--- src/rtl/regfile_pkg.sv ---
// Shared types and defaults for the parametrised register file.
// Optional feature macro used by the design: REGFILE_BYPASS_EN (write-first read bypass).
package regfile_pkg;

  // Clear sequencer states
  typedef enum logic [0:0] {
    IDLE  = 1'b0,
    CLEAR = 1'b1
  } clr_state_e;

  localparam int DEF_DATA_W = 32'sd4;
  localparam int DEF_ADDR_W = 32'sd4;

  // Number of entries addressed by an addr_w-bit address
  function automatic int depth_of(input int addr_w);
    return 32'sd1 << addr_w;
  endfunction

endpackage

--- src/rtl/param_reg_file_if.sv ---
// Bus bundle for param_reg_file: one write port, two read ports, clear control and status.
// Optional feature macro used by the design: REGFILE_BYPASS_EN.
interface param_reg_file_if
  import regfile_pkg::*;
#(
  parameter int DATA_W = DEF_DATA_W,
  parameter int ADDR_W = DEF_ADDR_W
) ();

  logic              WrEn;
  logic [ADDR_W-1:0] WrAddr;
  logic [DATA_W-1:0] WrData;
  logic [ADDR_W-1:0] RdAddrA;
  logic [DATA_W-1:0] RdDataA;
  logic [ADDR_W-1:0] RdAddrB;
  logic [DATA_W-1:0] RdDataB;
  logic              ClrReq;
  logic              Busy;
  logic              ClrDone;
  logic              WrErr;

  modport master (
    output WrEn, WrAddr, WrData, RdAddrA, RdAddrB, ClrReq,
    input  RdDataA, RdDataB, Busy, ClrDone, WrErr
  );

  modport slave (
    input  WrEn, WrAddr, WrData, RdAddrA, RdAddrB, ClrReq,
    output RdDataA, RdDataB, Busy, ClrDone, WrErr
  );

endinterface

--- src/rtl/regfile_clr_seq.sv ---
// Clear sweep sequencer: walks a pointer over every entry after a clear request,
// blocks external writes while sweeping and reports Busy / ClrDone / WrErr as registered flags.
// Optional feature macro used by the design: REGFILE_BYPASS_EN (not referenced here).
module regfile_clr_seq
  import regfile_pkg::*;
#(
  parameter int ADDR_W = DEF_ADDR_W
) (
  input  logic              clk,
  input  logic              rst_n,
  input  logic              clr_req,
  input  logic              wr_en,
  output logic              clr_en,
  output logic [ADDR_W-1:0] clr_addr,
  output logic              wr_accept,
  output logic              busy,
  output logic              clr_done,
  output logic              wr_err
);

  localparam logic [ADDR_W-1:0] PTR_ZERO = {ADDR_W{1'b0}};
  localparam logic [ADDR_W-1:0] PTR_LAST = {ADDR_W{1'b1}};
  localparam logic [ADDR_W-1:0] PTR_ONE  = ADDR_W'(1'b1);

  clr_state_e        state_r;
  logic [ADDR_W-1:0] ptr_r;
  logic              busy_r;
  logic              clr_done_r;
  logic              wr_err_r;

  // State, sweep pointer and status flags; flags describe what the edge just did
  always_ff @(posedge clk) begin
    if (!rst_n) begin
      state_r    <= IDLE;
      ptr_r      <= PTR_ZERO;
      busy_r     <= 1'b0;
      clr_done_r <= 1'b0;
      wr_err_r   <= 1'b0;
    end else begin
      busy_r     <= (state_r == CLEAR);
      clr_done_r <= (state_r == CLEAR) && (ptr_r == PTR_LAST);
      wr_err_r   <= (state_r == CLEAR) && wr_en;
      case (state_r)
        IDLE: begin
          ptr_r <= PTR_ZERO;
          if (clr_req) begin
            state_r <= CLEAR;
          end else begin
            state_r <= IDLE;
          end
        end
        CLEAR: begin
          // natural wrap brings the pointer back to zero after the last entry
          ptr_r <= ptr_r + PTR_ONE;
          if (ptr_r == PTR_LAST) begin
            state_r <= IDLE;
          end else begin
            state_r <= CLEAR;
          end
        end
        default: begin
          state_r <= IDLE;
          ptr_r   <= PTR_ZERO;
        end
      endcase
    end
  end

  assign clr_en    = (state_r == CLEAR);
  assign clr_addr  = ptr_r;
  assign wr_accept = wr_en && (state_r == IDLE);
  assign busy      = busy_r;
  assign clr_done  = clr_done_r;
  assign wr_err    = wr_err_r;

endmodule

--- src/rtl/param_reg_file.sv ---
// Parametrised register file: DATA_W x 2^ADDR_W, one write port, two registered read ports,
// hardware clear sweep and write-error flag.
// Optional feature macro: REGFILE_BYPASS_EN selects write-first reads (default read-first).
module param_reg_file
  import regfile_pkg::*;
#(
  parameter int DATA_W = DEF_DATA_W,
  parameter int ADDR_W = DEF_ADDR_W
) (
  input  logic             Clock,
  input  logic             Reset_n,
  param_reg_file_if.slave  bus
);

  localparam int DEPTH = depth_of(ADDR_W);
  localparam logic [DATA_W-1:0] DATA_ZERO = {DATA_W{1'b0}};

  logic [DATA_W-1:0] mem_r [DEPTH];
  logic [DATA_W-1:0] rd_a_r;
  logic [DATA_W-1:0] rd_b_r;

  logic              clr_en_s;
  logic [ADDR_W-1:0] clr_addr_s;
  logic              wr_accept_s;
  logic              seq_busy_s;
  logic              seq_done_s;
  logic              seq_err_s;

  logic              mem_we_s;
  logic [ADDR_W-1:0] mem_addr_s;
  logic [DATA_W-1:0] mem_data_s;
  logic              byp_a_s;
  logic              byp_b_s;

  regfile_clr_seq #(.ADDR_W(ADDR_W)) u_clr_seq (
    .clk       (Clock),
    .rst_n     (Reset_n),
    .clr_req   (bus.ClrReq),
    .wr_en     (bus.WrEn),
    .clr_en    (clr_en_s),
    .clr_addr  (clr_addr_s),
    .wr_accept (wr_accept_s),
    .busy      (seq_busy_s),
    .clr_done  (seq_done_s),
    .wr_err    (seq_err_s)
  );

  // Write mux: the sweep owns the array while clearing, otherwise an accepted external write
  always_comb begin
    mem_we_s   = 1'b0;
    mem_addr_s = {ADDR_W{1'b0}};
    mem_data_s = DATA_ZERO;
    if (clr_en_s) begin
      mem_we_s   = 1'b1;
      mem_addr_s = clr_addr_s;
      mem_data_s = DATA_ZERO;
    end else if (wr_accept_s) begin
      mem_we_s   = 1'b1;
      mem_addr_s = bus.WrAddr;
      mem_data_s = bus.WrData;
    end else begin
      mem_we_s   = 1'b0;
    end
  end

`ifdef REGFILE_BYPASS_EN
  // only accepted writes forward; dropped writes never reach the read ports
  assign byp_a_s = wr_accept_s && (bus.WrAddr == bus.RdAddrA);
  assign byp_b_s = wr_accept_s && (bus.WrAddr == bus.RdAddrB);
`else
  assign byp_a_s = 1'b0;
  assign byp_b_s = 1'b0;
`endif

  // Storage array; reset zeroes every entry regardless of sweep progress
  always_ff @(posedge Clock) begin
    if (!Reset_n) begin
      for (int i = 32'sd0; i < DEPTH; i++) begin
        mem_r[i] <= DATA_ZERO;
      end
    end else if (mem_we_s) begin
      mem_r[mem_addr_s] <= mem_data_s;
    end
  end

  // Registered read ports, read-first against the array unless bypass forwards the write
  always_ff @(posedge Clock) begin
    if (!Reset_n) begin
      rd_a_r <= DATA_ZERO;
      rd_b_r <= DATA_ZERO;
    end else begin
      rd_a_r <= byp_a_s ? bus.WrData : mem_r[bus.RdAddrA];
      rd_b_r <= byp_b_s ? bus.WrData : mem_r[bus.RdAddrB];
    end
  end

  assign bus.RdDataA = rd_a_r;
  assign bus.RdDataB = rd_b_r;
  assign bus.Busy    = seq_busy_s;
  assign bus.ClrDone = seq_done_s;
  assign bus.WrErr   = seq_err_s;

endmodule

--- src/flat_wrapper.sv ---
// flat-port wrapper written by rule: the top's interface ports become plain ports
module param_reg_file_flat import regfile_pkg::*;
#(
  parameter int DATA_W = DEF_DATA_W,
  parameter int ADDR_W = DEF_ADDR_W
)
  (Clock, Reset_n, bus_WrEn, bus_WrAddr, bus_WrData, bus_RdAddrA, bus_RdAddrB, bus_ClrReq, bus_RdDataA, bus_RdDataB, bus_Busy, bus_ClrDone, bus_WrErr);
  param_reg_file_if #(.DATA_W(DATA_W), .ADDR_W(ADDR_W)) bus_i ();
  input  logic Clock;
  input  logic Reset_n;
  input wire logic [$bits(bus_i.WrEn)-1:0] bus_WrEn;
  input wire logic [$bits(bus_i.WrAddr)-1:0] bus_WrAddr;
  input wire logic [$bits(bus_i.WrData)-1:0] bus_WrData;
  input wire logic [$bits(bus_i.RdAddrA)-1:0] bus_RdAddrA;
  input wire logic [$bits(bus_i.RdAddrB)-1:0] bus_RdAddrB;
  input wire logic [$bits(bus_i.ClrReq)-1:0] bus_ClrReq;
  output wire logic [$bits(bus_i.RdDataA)-1:0] bus_RdDataA;
  output wire logic [$bits(bus_i.RdDataB)-1:0] bus_RdDataB;
  output wire logic [$bits(bus_i.Busy)-1:0] bus_Busy;
  output wire logic [$bits(bus_i.ClrDone)-1:0] bus_ClrDone;
  output wire logic [$bits(bus_i.WrErr)-1:0] bus_WrErr;
  assign bus_i.WrEn = bus_WrEn;
  assign bus_i.WrAddr = bus_WrAddr;
  assign bus_i.WrData = bus_WrData;
  assign bus_i.RdAddrA = bus_RdAddrA;
  assign bus_i.RdAddrB = bus_RdAddrB;
  assign bus_i.ClrReq = bus_ClrReq;
  assign bus_RdDataA = bus_i.RdDataA;
  assign bus_RdDataB = bus_i.RdDataB;
  assign bus_Busy = bus_i.Busy;
  assign bus_ClrDone = bus_i.ClrDone;
  assign bus_WrErr = bus_i.WrErr;
  param_reg_file #(.DATA_W(DATA_W), .ADDR_W(ADDR_W)) u_core (.Clock(Clock), .Reset_n(Reset_n), .bus(bus_i));
endmodule
--- config.mk ---
export PLATFORM = sky130hd
export DESIGN_NAME = param_reg_file_flat
export DESIGN_NICKNAME = d
export VERILOG_FILES = /design/src/rtl/regfile_pkg.sv /design/src/rtl/param_reg_file_if.sv /design/src/rtl/regfile_clr_seq.sv /design/src/rtl/param_reg_file.sv /design/src/flat_wrapper.sv
export SDC_FILE = /design/constraint.sdc
export NUM_CORES = 1
export LEC_CHECK = 0
export CAP_MARGIN = 40
export CORE_MARGIN = 10
export CORE_UTILIZATION = 58
export CTS_CLUSTER_DIAMETER = 50
export CTS_CLUSTER_SIZE = 8
export DETAILED_ROUTE_END_ITERATION = 7
export GPL_TIMING_DRIVEN = 0
export PLACE_DENSITY = 0.89
export SYNTH_ARGS = -nofsm -noshare
export SYNTH_HDL_FRONTEND = slang
export SYNTH_SLANG_ARGS = --single-unit
--- constraint.sdc ---
create_clock -name Clock -period 2.15 [get_ports Clock]
set_clock_uncertainty 0.05 [all_clocks]
set_input_delay 0.215 -clock Clock [delete_from_list [all_inputs] [get_ports Clock]]
set_output_delay 0.215 -clock Clock [all_outputs]
set_load 0.1 [all_outputs]
==> summary.txt, run 1 <==
Die width = 104 µm
Core Area = 0.00683 mm²
H-tree depth = 3
Worst Setup Slack, final = 161 ps
CTS tree = yes
CTS buffer count = 9
Area of the multi-input gates = 0.00174 mm²
Worst vdd ir = 0.000461 V
Final nets = 402
Most frequent CP cell = nand2_1
# rows = 30
Hold WC Path Type = in2reg
Clock tree buffer depth = 2
Number of enable flip-flop cells after synthesis = 64
GRT Total Usage = 18.8%
Most used DFF post-synth = edfxtp_1
CP Cell Sequence = buf_4 -> nand4b_1 -> a21boi_0 -> nand2_1 -> nand2_1
Initial DRC Count = 252
# Max-Cap Violations = 0
Crit-path max FO = 10
Max Freq = 0.503 GHz
CTS Sinks = 80
Antenna-violating nets left = 0
Area grow syn2layout = 17.8%
Share of the synthesized area in the top cell type = 46.9%
Final Util = 70.6%
Layout cells sized above 1 = 13.2%
Ys Warns = 0
Synthesized instance count = 333
Library cells used by synthesis = 35
Slew margin rel. = 55.2%
Die area = 0.0108 mm²
Vias in the first global route = 3123
Synth cell count leaders = 70 x nor2_1, 64 x edfxtp_1, 50 x nand2_1
Clk_lat worst skew = 360 ps
Post-route cell area = 0.00483 mm²
CTS Hold Bufs = 0
CP Class = reg2reg
CP Data Required Time = 2160 ps
Register clock-pin slew on the reported worst setup and hold paths = 80 ps
IO Pins = 31
Number of iterations in the first detailed-routing pass = 5
Fillers = 468
Port bufs = 26
Final period utilization = 92.5%
CTS Root Cell = clkbuf_8
Wire length per cell = 20.8 µm
Final setup vio count = 0
First-pass GRT wire length = 16300 µm
WP data arrival = 1990 ps
Placed Area = 0.00464 mm²
Lkg Pwr = 1.75 nW
Reg area = 0.00224 mm²
Mapped Nets = 354
Post-synthesis async set-or-reset flop share = 0%
Max stage delay on crit path = 440 ps
Pin count of the biggest net entering global routing = 15
Vias/cell = 6.40
Initial antenna violation count = 0
DP Wirelength = 7540 µm
Antenna diode count = 0
Final hold violations = 0
Dpl ws = -75.1 ps
Slew of the pin with the lowest slew margin = 666 ps
TNS Setup = 0 ps
Syn avg cell area = 12.3 µm²
Final cell count without fillers = 482
Synth top area cells = edfxtp_1 47%, mux4_1 9.0%, dfxtp_1 7.8%
Initial Utilization = 60.0%
Crit path max-delay cell type = a21boi_0
Routed vias = 3084
Critical Path Sink Type = flop
Drt drc = 0
Max-slew violation count = 0
Post-placement cell count = 466
Status = completed
Final GP Congestion = 0.947
GRT Residual Overflow = 0
Top-count cell post-synth = nor2_1
Power density over the cells = 691 mW/mm²
Die Y = 104 µm
Minimum clock period = 1990 ps
Synth area leader = edfxtp_1
Seq cells post-synth = 80
Mapped Area = 0.00410 mm²
Seq/Total Area, Yosys = 54.7%
Setup crit start kind = flop
RSZ-0062 raised after global routing = no
Routed WL = 10000 µm
[critical path, delay by kind of cell (launching register included)]
kind                   cells  cell delay [ps]
and+or+nand+nor            3              660
DFF                        1              350
AOI/OAI and AO/OA          1              440
buffers and inverters      1              180
[logic make-up (layout without fill, tap and decap cells)]
group / after synthesis / after routing / synth area share, %
DFF: 80 / 80 / 54.7
buffers and inverters: 25 / 78 / 2.93
muxes: 42 / 42 / 19.6
xor gates and xnor gates: 2 / 2 / 0.428
adders and majority gates: 1 / 1 / 0.305
AOI/OAI and AO/OA: 28 / 28 / 5.47
and+or+nand+nor: 155 / 155 / 16.5
[per-stage QoR]
stage | power, mW | hold WS, ps
after floorplan | 2.14 | 303
after global placement | 2.27 | 431
after detailed placement | 2.34 | 449
after CTS | 3.32 | 178
after global routing | 3.44 | 194
final | 3.33 | 184
[area by class of cell]
type,count,share of cell area [%]
buffer,23,2.36
clock buffer,12,3.01
clock inverter,4,0.622
inverter,2,0.156
multi-input combinational,228,36.1
sequential,80,46.5
tap,96,2.49
timing repair buffer,37,8.82
[where the power goes]
part           internal [mW]  switching [mW]
clock network          0.456           0.558
logic                  0.223           0.324
registers               1.73          0.0402
total                   2.41           0.922
[layout by cell type, fill, tap and decap left out, types with 2 or more instances in the layout]
cell / n
nand4_1: 7
nand2_1: 50
edfxtp_1: 64
nand3b_1: 3
inv_1: 2
o21ai_0: 2
mux4_2: 12
mux2_2: 4
mux2i_1: 12
buf_1: 2
clkbuf_8: 10
o211a_1: 2
nor2b_1: 6
mux4_1: 14
and3_1: 2
xnor2_1: 2
buf_8: 11
dfxtp_1: 16
buf_2: 3
clkdlybuf4s50_1: 26
nand4bb_1: 3
a21boi_0: 3
nand3_1: 11
nor2_1: 70
o211ai_1: 7
buf_6: 2
and2_1: 2
a32oi_1: 6
clkbuf_1: 15
buf_4: 2
a22o_1: 2
[registers in the layout, indices dropped and copies added (netlist names)]
| register | flops |
|---|---|
| u_core.u_clr_seq.clr_done | 1 |
| u_core.u_clr_seq.wr_err | 1 |
| u_core.u_clr_seq.clr_en | 1 |
| u_core.u_clr_seq.clr_addr | 4 |
| u_core.mem_r | 64 |
| u_core.bus.RdDataA | 4 |
| u_core.bus.RdDataB | 4 |
| u_core.u_clr_seq.busy | 1 |
[timing repair]
item	CTS	global route
setup endpoints to repair	0	44
gates resized for setup	0	4
buffers inserted	0	0
[routing by layer]
layer	global-route usage, %	up-vias	wire length (µm)
met3	5.02	49	1040
met5	0	-	0
met4	8.65	0	390
li1	-	1347	-
met1	22.5	1470	3780
met2	30.8	218	4840
[path summary, 6_finish.rpt]
check / startpoint / to / slack [ps] / cells past startpoint
max: u_core.u_clr_seq.clr_en$_SDFF_PN0_ / u_core.mem_r[11][1]$_SDFFCE_PN0P_ / 160 / 5
min: bus_WrEn / u_core.u_clr_seq.wr_err$_SDFF_PN0_ / 180 / 2
max reg2reg: u_core.u_clr_seq.clr_en$_SDFF_PN0_ / u_core.mem_r[11][1]$_SDFFCE_PN0P_ / 160 / 5
min reg2reg: u_core.u_clr_seq.clr_addr[0]$_SDFF_PN0_ / u_core.u_clr_seq.clr_addr[0]$_SDFF_PN0_ / 470 / 1
Note: power is estimated with default switching activity, not from simulation.
==> run 2, diff against run 1 <==
- ABC_AREA: unset -> 1
- CORE_UTILIZATION: 58 -> 59
- PLACE_DENSITY: 0.89 -> 0.9
==> run 2 against run 1 <==
Net effect:
- sequential share of layout area fell by 3.0 points
- via count increased by 35%
- sequential cell count did not move
- setup slack improved by 12 ps
- die area grew 5.1%
- non-clock buffer count grew 3
==> summary.txt, run 2 <==
Status = completed
Final hold violations = 0 (unchanged)
Vias in the first global route = 4190 (+34%)
Seq cells post-synth = 80 (unchanged)
# rows = 31 (+3.3%)
Vias/cell = 5.67 (-11%)
CTS Root Cell = clkbuf_8
Layout cells sized above 1 = 8.23% (-5.0 points)
Mapped Area = 0.00443 mm² (+8.2%)
Max Freq = 0.506 GHz (+0.61%)
Most frequent CP cell = clkbuf_1
Ys Warns = 0 (unchanged)
CTS buffer count = 9 (unchanged)
Max stage delay on crit path = 530 ps (+90 ps)
Routed WL = 13400 µm (+33%)
Max-slew violation count = 0 (unchanged)
DR WL met2 = 6500 µm (+34%)
Synthesized instance count = 581 (+74%)
Main combinational cell family by area after synthesis = simple AND/OR/NAND/NOR gates
Most used DFF post-synth = edfxtp_1
Net Sw Frac = 30.5% (+2.8 points)
Core Area = 0.00729 mm² (+6.7%)
Crit-path max FO = 10 (unchanged)
CP Data Required Time = 2170 ps (about the same)
Drt drc = 0 (unchanged)
Seq/Total Area, Yosys = 50.6% (-4.2 points)
Max reg flops = 64 (unchanged)
Reg2reg path depth = 7 (+2)
Worst vdd ir = 0.000678 V (+47%)
Synth Area in XOR/XNOR = 0% (-0.43 points)
Clk pwr share = 32.4% (+2.0 points)
CTS Hold Bufs = 0 (unchanged)
H-tree depth = 3 (unchanged)
Number of iterations in the first detailed-routing pass = 6 (+1)
Top delay family on crit path = buffers and inverters
Initial antenna violation count = 0 (unchanged)
Dpl ws = -161 ps (-85.5 ps)
CTS tree = yes
Die Y = 107 µm (+2.5%)
R2R Setup Slk = 250 ps (+90 ps)
Hold Path Cell Cnt = 5 (+3)
Routed length on met3 = 1690 µm (+63%)
Critical Path Stages = 4 (-1)
GRT Total Usage = 23.8% (+5.1 points)
Synth cell count leaders = 162 x nand2_1, 113 x nand3_1, 90 x inv_1
Lkg Pwr = 2.27 nW (+29%)
Final cell count without fillers = 731 (+52%)
First-pass GRT wire length = 21100 µm (+30%)
Comb power frac = 18.3% (+1.9 points)
Power density over the cells = 689 mW/mm² (-0.27%)
Final GP Congestion = 1.08 (+14%)
Worst Setup Slack, final = 173 ps (+12.0 ps)
Number of enable flip-flop cells after synthesis = 64 (unchanged)
CP Cell Sequence = clkdlybuf4s50_1 -> clkbuf_1 -> clkbuf_1 -> nand2_1
DR top layer = met4
Crit path max-delay cell type = clkbuf_1
Setup crit start kind = input pin
CP Class = in2reg
Share of the synthesized area in the top cell type = 43.4% (-3.6 points)
Top-count cell post-synth = nand2_1
Beginning of the worst hold path = bus_RdAddrB[1]
Routed vias = 4148 (+35%)
R2r startpoint = u_core.u_clr_seq.clr_en$_SDFF_PN0_
Hold WC Path Type = in2reg
Crit path from = Reset_n
Cells resized by post-CTS repair = 0 (unchanged)
Post-synthesis async set-or-reset flop share = 0% (unchanged)
Met1 WL = 4830 µm (+28%)
Area grow syn2layout = 16.4%
CTS Sinks = 80 (unchanged)
Clock tree buffer depth = 2 (unchanged)
Die area = 0.0114 mm² (+5.1%)
Pin count of the biggest net entering global routing = 15 (unchanged)
Antenna diode count = 0 (unchanged)
Internal power = 2.47 mW (+2.5%)
Minimum clock period = 1980 ps (-12.0 ps)
Initial DRC Count = 662 (+160%)
Synth Area in Compound Gates = 3.13% (-2.3 points)
Antenna-violating nets left = 0 (unchanged)
Wire length per cell = 18.3 µm (-12%)
Post-placement cell count = 715 (+53%)
Post-synthesis mux area share = 0% (-20 points)
GRT Residual Overflow = 0 (unchanged)
Post-synthesis simple-gate area fraction = 35.5% (+19 points)
Critical Path Sink Type = flop
Crit Reg-Reg Endpoint = u_core.mem_r[15][0]$_SDFFCE_PN0P_
Critical path capture point = u_core.mem_r[0][1]$_SDFFCE_PN0P_
Clk_lat worst skew = 370 ps (about the same)
Synth top area cells = edfxtp_1 43%, nand2_1 14%, nand3_1 13%
Buf/Inv on CP = 3 (+2)
Top reg by flops = u_core.mem_r
RSZ-0062 raised after global routing = no
Slew margin rel. = 53.8% (-1.5 points)
Port bufs = 24 (-7.7%)
Post-Synth Adder-Cell Area = 0.282% (-0.023 points)
Mapped Nets = 602 (+70%)
Initial Utilization = 60.8% (+0.83 points)
Slew of the pin with the lowest slew margin = 689 ps (+23.0 ps)
Post-CTS Setup Repair Bufs = 0 (unchanged)
Synth area leader = edfxtp_1
# Max-Cap Violations = 0 (unchanged)
WP data arrival = 2000 ps (about the same)
Most frequent cells in the layout = 162 x nand2_1, 113 x nand3_1, 90 x inv_1, 71 x nor2_1, 64 x edfxtp_1
DP Wirelength = 9810 µm (+30%)
IO Pins = 31 (unchanged)
Final nets = 648 (+61%)
Syn avg cell area = 7.63 µm² (-38%)
Net load switching power = 1.08 mW (+17%)
Die width = 107 µm (+2.5%)
Final period utilization = 91.9% (-0.56 points)
Final setup vio count = 0 (unchanged)
Register clock-pin slew on the reported worst setup and hold paths = 90 ps (about the same)
Library cells used by synthesis = 24 (-31%)
Commonest non-fill, non-tap cell in the layout = nand2_1
Register share of total power = 49.4% (-3.8 points)
## run 2: power by group through the flow
stage / clock network [mW] / logic [mW] / registers, mW
final: 1.15 / 0.649 / 1.75
after CTS: 1.13 / 0.635 / 1.75
after global routing: 1.19 / 0.693 / 1.76
after detailed placement: 0 / 0.631 / 1.79
after global placement: 0 / 0.573 / 1.79
after floorplan: 0 / 0.310 / 1.88
## run 2: worst min path at each step
stage,endpoint
finish,u_core.bus.RdDataB[3]$_SDFF_PN0_
global route,u_core.bus.RdDataB[0]$_SDFF_PN0_
CTS,u_core.bus.RdDataB[3]$_SDFF_PN0_
detailed placement,u_core.u_clr_seq.clr_en$_SDFF_PN0_
global placement,u_core.u_clr_seq.clr_en$_SDFF_PN0_
floorplan,u_core.u_clr_seq.wr_err$_SDFF_PN0_
## run 2: kinds of logic after synthesis
logic type	count (synthesis)
buf+inv	121
fa+ha+maj	1
compound gates	17
flops	80
simple gates	362
## run 2: cell type report
cell class              count  area, µm²
well taps                  99        124
clock buffers              10        128
multi-input cells         380       1730
clock inverters             6       68.8
repair buffers             35        405
fillers                   614       2130
plain buffers              28        113
flip-flops and latches     80       2240
inverters                  93        352
## run 2: stage by stage
stage                     hold slack (ps)  TNS [ps]  instance area (µm²)  utilization (%)  total power [mW]
after floorplan                       277         0                 4430                -              2.19
after CTS                             392         0                 5160             70.7              3.52
final                                 395         0                 5160             70.7              3.55
after global placement                382     -3460                 4800             65.8              2.36
after detailed placement              408     -5880                 4960             68.1              2.42
after global routing                  442         0                 5160             70.7              3.64
## run 2: routing by layer
layer,track usage [%],up-vias
met5,0,-
met4,10.1,0
met3,5.99,40
met2,40.8,275
met1,27.8,1897
li1,-,1936
## run 2: worst reg2reg max path: stages, from the launching register on
cell and delay (ps):
dfxtp_1 370, inv_4 150, nand2_4 110, o22ai_4 230, nand2_1 150, nor2_2 160
nand2_1 180, nand2_1 210
==> run 3, diff against run 2 <==
- CORE_MARGIN: 10 -> 8
==> run 3 against run 2 <==
Net effect:
- final area up 0.92%
- non-clock buffer count unchanged
- first-iteration DRC count down 30%
- highest routed layer unchanged
- critical path type unchanged
- cell count unchanged
- combinational power up 0.8%
- via count up 2.1%
- utilization up 1.0 points
- setup slack worse by 63 ps
- power up 3.0%
- sequential power about the same
==> summary.txt, run 3 (same netlist as run 2, synthesis figures left out) <==
CTS tree = yes
Final GP Congestion = 1.06 (-2.2%)
Power density over the cells = 703 mW/mm² (+2.0%)
CTS Root Cell = clkbuf_8
Max-slew violation count = 0 (unchanged)
DP Wirelength = 9710 µm (-0.95%)
WP data arrival = 2060 ps (+60 ps)
TNS Setup = 0 ps (unchanged)
CP Class = in2reg
Minimum clock period = 2040 ps (+63.2 ps)
Area grow syn2layout = 17.4%
Initial DRC Count = 461 (-30%)
Final nets = 648 (unchanged)
Initial Utilization = 61.1% (+0.33 points)
CTS Hold Bufs = 0 (unchanged)
Pin count of the biggest net entering global routing = 15 (unchanged)
Die area = 0.0105 mm² (-7.4%)
First-pass GRT wire length = 21000 µm (-0.56%)
R2R Setup Slk = 140 ps (-110 ps)
Crit Reg-Reg Endpoint = u_core.mem_r[4][3]$_SDFFCE_PN0P_
Slew margin rel. = 52.2% (-1.6 points)
Max reg flops = 64 (unchanged)
CTS buffer count = 9 (unchanged)
R2r startpoint = u_core.u_clr_seq.clr_en$_SDFF_PN0_
Routed vias = 4235 (+2.1%)
Lkg Pwr = 2.29 nW (+0.97%)
# rows = 31 (unchanged)
Crit path from = Reset_n
Vias/cell = 5.79 (+2.1%)
Crit-path max FO = 10 (unchanged)
Drt drc = 0 (unchanged)
Antenna-violating nets left = 0 (unchanged)
Worst Setup Slack, final = 110 ps (-63.2 ps)
Critical path capture point = u_core.mem_r[1][1]$_SDFFCE_PN0P_
Clock tree buffer depth = 2 (unchanged)
GRT Total Usage = 26.9% (+3.1 points)
Port bufs = 24 (unchanged)
Clk_lat worst skew = 360 ps (about the same)
Final period utilization = 94.9% (+2.9 points)
Die width = 103 µm (-3.7%)
# Max-Cap Violations = 0 (unchanged)
Final setup vio count = 0 (unchanged)
Reg2reg path depth = 4 (-3)
Initial antenna violation count = 0 (unchanged)
Slew of the pin with the lowest slew margin = 713 ps (+23.9 ps)
Routed WL = 13300 µm (-0.81%)
Hold Path Cell Cnt = 5 (unchanged)
Core Area = 0.00725 mm² (-0.53%)
Status = completed
Final Util = 71.8% (+1.0 points)
Register clock-pin slew on the reported worst setup and hold paths = 80 ps (about the same)
Antenna diode count = 0 (unchanged)
RSZ-0062 raised after global routing = no
Cells resized by post-CTS repair = 0 (unchanged)
CTS Sinks = 80 (unchanged)
Wire length per cell = 18.1 µm (-0.81%)
GRT Residual Overflow = 0 (unchanged)
Worst vdd ir = 0.000479 V (-29%)
Commonest non-fill, non-tap cell in the layout = nand2_1
Final hold violations = 0 (unchanged)
Post-CTS Setup Repair Bufs = 0 (unchanged)
Hold WC Path Type = in2reg
Dpl ws = -185 ps (-24.7 ps)
Power, Total = 3.66 mW (+3.0%)
Die Y = 103 µm (-3.7%)
CP Data Required Time = 2170 ps (about the same)
Number of iterations in the first detailed-routing pass = 6 (unchanged)
Most frequent cells in the layout = 162 x nand2_1, 113 x nand3_1, 90 x inv_1, 71 x nor2_1, 64 x edfxtp_1
Setup crit start kind = input pin
Vias in the first global route = 4151 (-0.93%)
IO Pins = 31 (unchanged)
H-tree depth = 3 (unchanged)
Top reg by flops = u_core.mem_r
Final cell count without fillers = 731 (unchanged)
Post-placement cell count = 715 (unchanged)
Layout cells sized above 1 = 8.39% (+0.16 points)
Critical Path Sink Type = flop
Max Freq = 0.490 GHz (-3.1%)
run 3: cell types whose count changed in the layout (fill, tap and decap cells not counted), sizes merged:
| cell | before | now |
|---|---|---|
| clkbuf | 32 | 31 |
| bufinv | 1 | 2 |
run 3: layer usage:
| metal | vias to the layer above | wire [µm] | global-route usage (%) |
|---|---|---|---|
| met5 | - | 0 | 0 |
| met4 | 0 | 560 | 14.9 |
| met3 | 50 | 1430 | 5.60 |
| met2 | 300 | 6440 | 44.3 |
| met1 | 1951 | 4830 | 32.3 |
| li1 | 1934 | - | - |
run 3: through the flow:
stage | hold WS (ps) | instance area [µm²]
2_1_floorplan | 277 | 4430
4_1_cts | 368 | 5210
3_5_place_dp | 400 | 4990
3_3_place_gp | 383 | 4800
5_1_grt | 389 | 5210
6_report | 372 | 5210
run 3: worst max-delay path: stages:
cell             delay [ps]
clkdlybuf4s50_1         490
clkbuf_1                540
clkbuf_1                530
nand2_1                 280
run 3: worst min path at each step:
stage                                                 start                                  to  slack [ps]
floorplan                                          bus_WrEn  u_core.u_clr_seq.wr_err$_SDFF_PN0_         280
global placement    u_core.u_clr_seq.clr_addr[3]$_SDFF_PN0_  u_core.u_clr_seq.clr_en$_SDFF_PN0_         380
detailed placement  u_core.u_clr_seq.clr_addr[3]$_SDFF_PN0_  u_core.u_clr_seq.clr_en$_SDFF_PN0_         400
CTS                                          bus_RdAddrB[1]    u_core.bus.RdDataB[3]$_SDFF_PN0_         370
global route                                 bus_RdAddrB[2]    u_core.bus.RdDataB[3]$_SDFF_PN0_         390
finish                                       bus_RdAddrB[1]    u_core.bus.RdDataB[3]$_SDFF_PN0_         370
run 3: power breakdown:
part	total (mW)	internal [mW]	switching (mW)
Sequential	1.76	1.73	0.0260
Combinational	0.654	0.204	0.450
Clock	1.25	0.656	0.593
Total	3.66	2.59	1.07
run 3: final cells by class:
cell class                      instances  area, µm²
Timing Repair Buffer                   35        430
Multi-Input combinational cell        380       1730
Sequential cell                        80       2240
Buffer                                 28        113
Fill cell                             561       2050
Inverter                               93        352
Tap cell                               99        124
Clock buffer                            9        124
Clock inverter                          7       95.1
==> edit, RTL diff (flow settings as in run 3) <==
Reset style: asynchronous (`Reset_n` and `rst_n`), changed in 3 clocked blocks.
--- a/src/rtl/regfile_clr_seq.sv
+++ b/src/rtl/regfile_clr_seq.sv
@@ -29,7 +29,7 @@
   logic              wr_err_r;
 
   // State, sweep pointer and status flags; flags describe what the edge just did
-  always_ff @(posedge clk) begin
+  always_ff @(posedge clk or negedge rst_n) begin
     if (!rst_n) begin
       state_r    <= IDLE;
       ptr_r      <= PTR_ZERO;
--- a/src/rtl/param_reg_file.sv
+++ b/src/rtl/param_reg_file.sv
@@ -73,7 +73,7 @@
 `endif
 
   // Storage array; reset zeroes every entry regardless of sweep progress
-  always_ff @(posedge Clock) begin
+  always_ff @(posedge Clock or negedge Reset_n) begin
     if (!Reset_n) begin
       for (int i = 32'sd0; i < DEPTH; i++) begin
         mem_r[i] <= DATA_ZERO;
@@ -84,7 +84,7 @@
   end
 
   // Registered read ports, read-first against the array unless bypass forwards the write
-  always_ff @(posedge Clock) begin
+  always_ff @(posedge Clock or negedge Reset_n) begin
     if (!Reset_n) begin
       rd_a_r <= DATA_ZERO;
       rd_b_r <= DATA_ZERO;
Check against the original RTL: differs if Reset_n is asserted again (counterexample within 4 cycles, from zero or initial values and one cycle with Reset_n low); with Reset_n held inactive, the same outputs for 4 cycles.
==> edit against run 3 <==
Sequential cell count stayed put. Sequential share of layout area is 6.5 points lower. Design area is 5.3% higher. Worst hold slack worse by 260 ps. Wire length is 24% higher. Worst setup slack better by 260 ps. Critical path type is now register to register. Synthesized cell count is 20% higher. Synthesized area is 6.3% higher.
Power is not compared: it rests on default switching activity, and its combinational part moved more than twofold at a synthesized area within 25%.
==> edit: results (changes against run 3) <==
\begin{tabular}{lr}
\hline
Metric & Value \\
\hline
\multicolumn{2}{l}{\textbf{Placed design}} \\
\quad Final RePlAce weighted congestion & 1.00 (was 1.06) \\
\quad PortBufs & 23 (was 24) \\
\quad Instance area at placement & 5270 µm² (was 4990 µm²) \\
\quad Detailed-placement wirelength estimate & 11800 µm (was 9710 µm) \\
\quad Placement-stage worst setup slack & 391 ps (was -185 ps) \\
\multicolumn{2}{l}{\textbf{Synth}} \\
\quad Most used standard cells in the synthesized netlist & 320 x nand2\_1, 120 x nand3\_1, 86 x inv\_1, 80 x dfrtp\_1 (was 162 x nand2\_1, 113 x nand3\_1, 90 x inv\_1, 71 x nor2\_1, 64 x edfxtp\_1) \\
\quad Net Count, Synth & 721 (was 602) \\
\quad Library cells used by synthesis & 21 (was 24) \\
\quad Share of flip-flops with an asynchronous set or reset after synthesis & 1.00 (was 0) \\
\quad Main flop type after synthesis & dfrtp\_1 (was edfxtp\_1) \\
\quad Cell types with the largest area share after synthesis & dfrtp\_1 42\%, nand2\_1 25\%, nand3\_1 13\% (was edfxtp\_1 43\%, nand2\_1 14\%, nand3\_1 13\%) \\
\multicolumn{2}{l}{\textbf{Drt}} \\
\quad Routed met3 length & 1830 µm (was 1430 µm) \\
\quad Wl on met1 & 6220 µm (was 4830 µm) \\
\quad Met2 Routed Length & 7670 µm (was 6440 µm) \\
\quad DR WL/cell & 19.3 µm (was 18.1 µm) \\
\quad Via count & 5022 (was 4235) \\
\quad Initial DRC count & 654 (was 461) \\
\quad First-pass DRT Iterations & 5 (was 6) \\
\multicolumn{2}{l}{\textbf{Clock tree}} \\
\quad Root buffer cell & clkbuf\_8 (unchanged) \\
\quad Hold-fix buffers, CTS & 1 (was 0) \\
\quad Clock slew at reported path FFs & 100 ps (was 80 ps) \\
\multicolumn{2}{l}{\textbf{Global route}} \\
\quad Maximum number of pins on one net before global-route repair & 45 (was 15) \\
\quad Global-route wire length before repair & 26300 µm (was 21000 µm) \\
\multicolumn{2}{l}{\textbf{Finish}} \\
\quad Layout net count & 768 (was 648) \\
\quad Share of final-layout standard cells stronger than drive strength 1 & 0.114 (was 0.0839) \\
\multicolumn{2}{l}{\textbf{Outcome}} \\
\quad Run status & complete, no violations (unchanged) \\
\multicolumn{2}{l}{\textbf{Critical path}} \\
\quad Worst EP arrival & 2020 ps (was 2060 ps) \\
\quad Crit. Startpoint & u\_core.u\_clr\_seq.clr\_en (was Reset\_n) \\
\multicolumn{2}{l}{\textbf{Worst hold path}} \\
\quad Worst hold path startpoint & bus\_WrEn (was bus\_RdAddrB[1]) \\
\multicolumn{2}{l}{\textbf{STA}} \\
\quad Max transition margin & 0.566 (was 0.522) \\
\hline
\end{tabular}
edit: report_power, final:
group | switching (mW) | internal, mW
Clock | 0.622 | 0.580
Sequential | 0.241 | 1.86
Combinational | 2.09 | 0.810
edit: cell families (layout without fill, tap and decap cells):
kind of cell             Yosys count  count (layout)  synth area share
buffers and inverters            119             171             0.105
AO/OA/AOI/OAI                     16              16            0.0170
adder cells (fa/ha/maj)            1               1           0.00265
XOR/XNOR                           1               1           0.00186
AND/OR/NAND/NOR                  483             483             0.449
flip-flops                        80              80             0.425
edit: routing by layer:
metal  vias to the layer above  global-route usage
met1                      2351               0.380
met5                         -                   0
met2                       361               0.490
li1                       2235                   -
met4                         0               0.145
met3                        75              0.0572
edit: path summary, 6_finish.rpt:
check,to,slack (ps),cells past startpoint
max in group asynchronous,u_core.mem_r[35],1160,3
worst min register to register,u_core.u_clr_seq.busy,360,0
worst max-delay path,u_core.mem_r[22],370,7
min in group asynchronous,u_core.u_clr_seq.clr_en,280,2
worst max register to register,u_core.mem_r[22],370,7
worst min-delay path,u_core.u_clr_seq.wr_err,110,3
edit: critical path, stage by stage (launching register included):
cell	delay [ps]
dfrtp_1	400
buf_6	150
inv_6	90
nand2_2	70
nor2_1	490
buf_4	300
nand2_1	80
nand2_1	60
edit: metrics by stage:
stage	utilization	instances	total power, mW	TNS, ps	hold WS, ps
6_report	0.709	854	6.20	0	107
2_1_floorplan	-	700	3.99	0	-131
3_3_place_gp	0.656	825	4.60	-137210	329
5_1_grt	0.709	854	6.49	0	104
3_5_place_dp	0.681	837	4.86	0	158
4_1_cts	0.709	854	6.06	0	109
edit: layout make-up:
type / instances / area, µm²
plain buffers: 28 / 145
clock buffers: 11 / 141
clock inverters: 5 / 63.8
fillers: 592 / 2250
inverters: 91 / 349
multi-input cells: 501 / 2220
flip-flops and latches: 80 / 2000
well taps: 102 / 128
repair buffers: 36 / 435
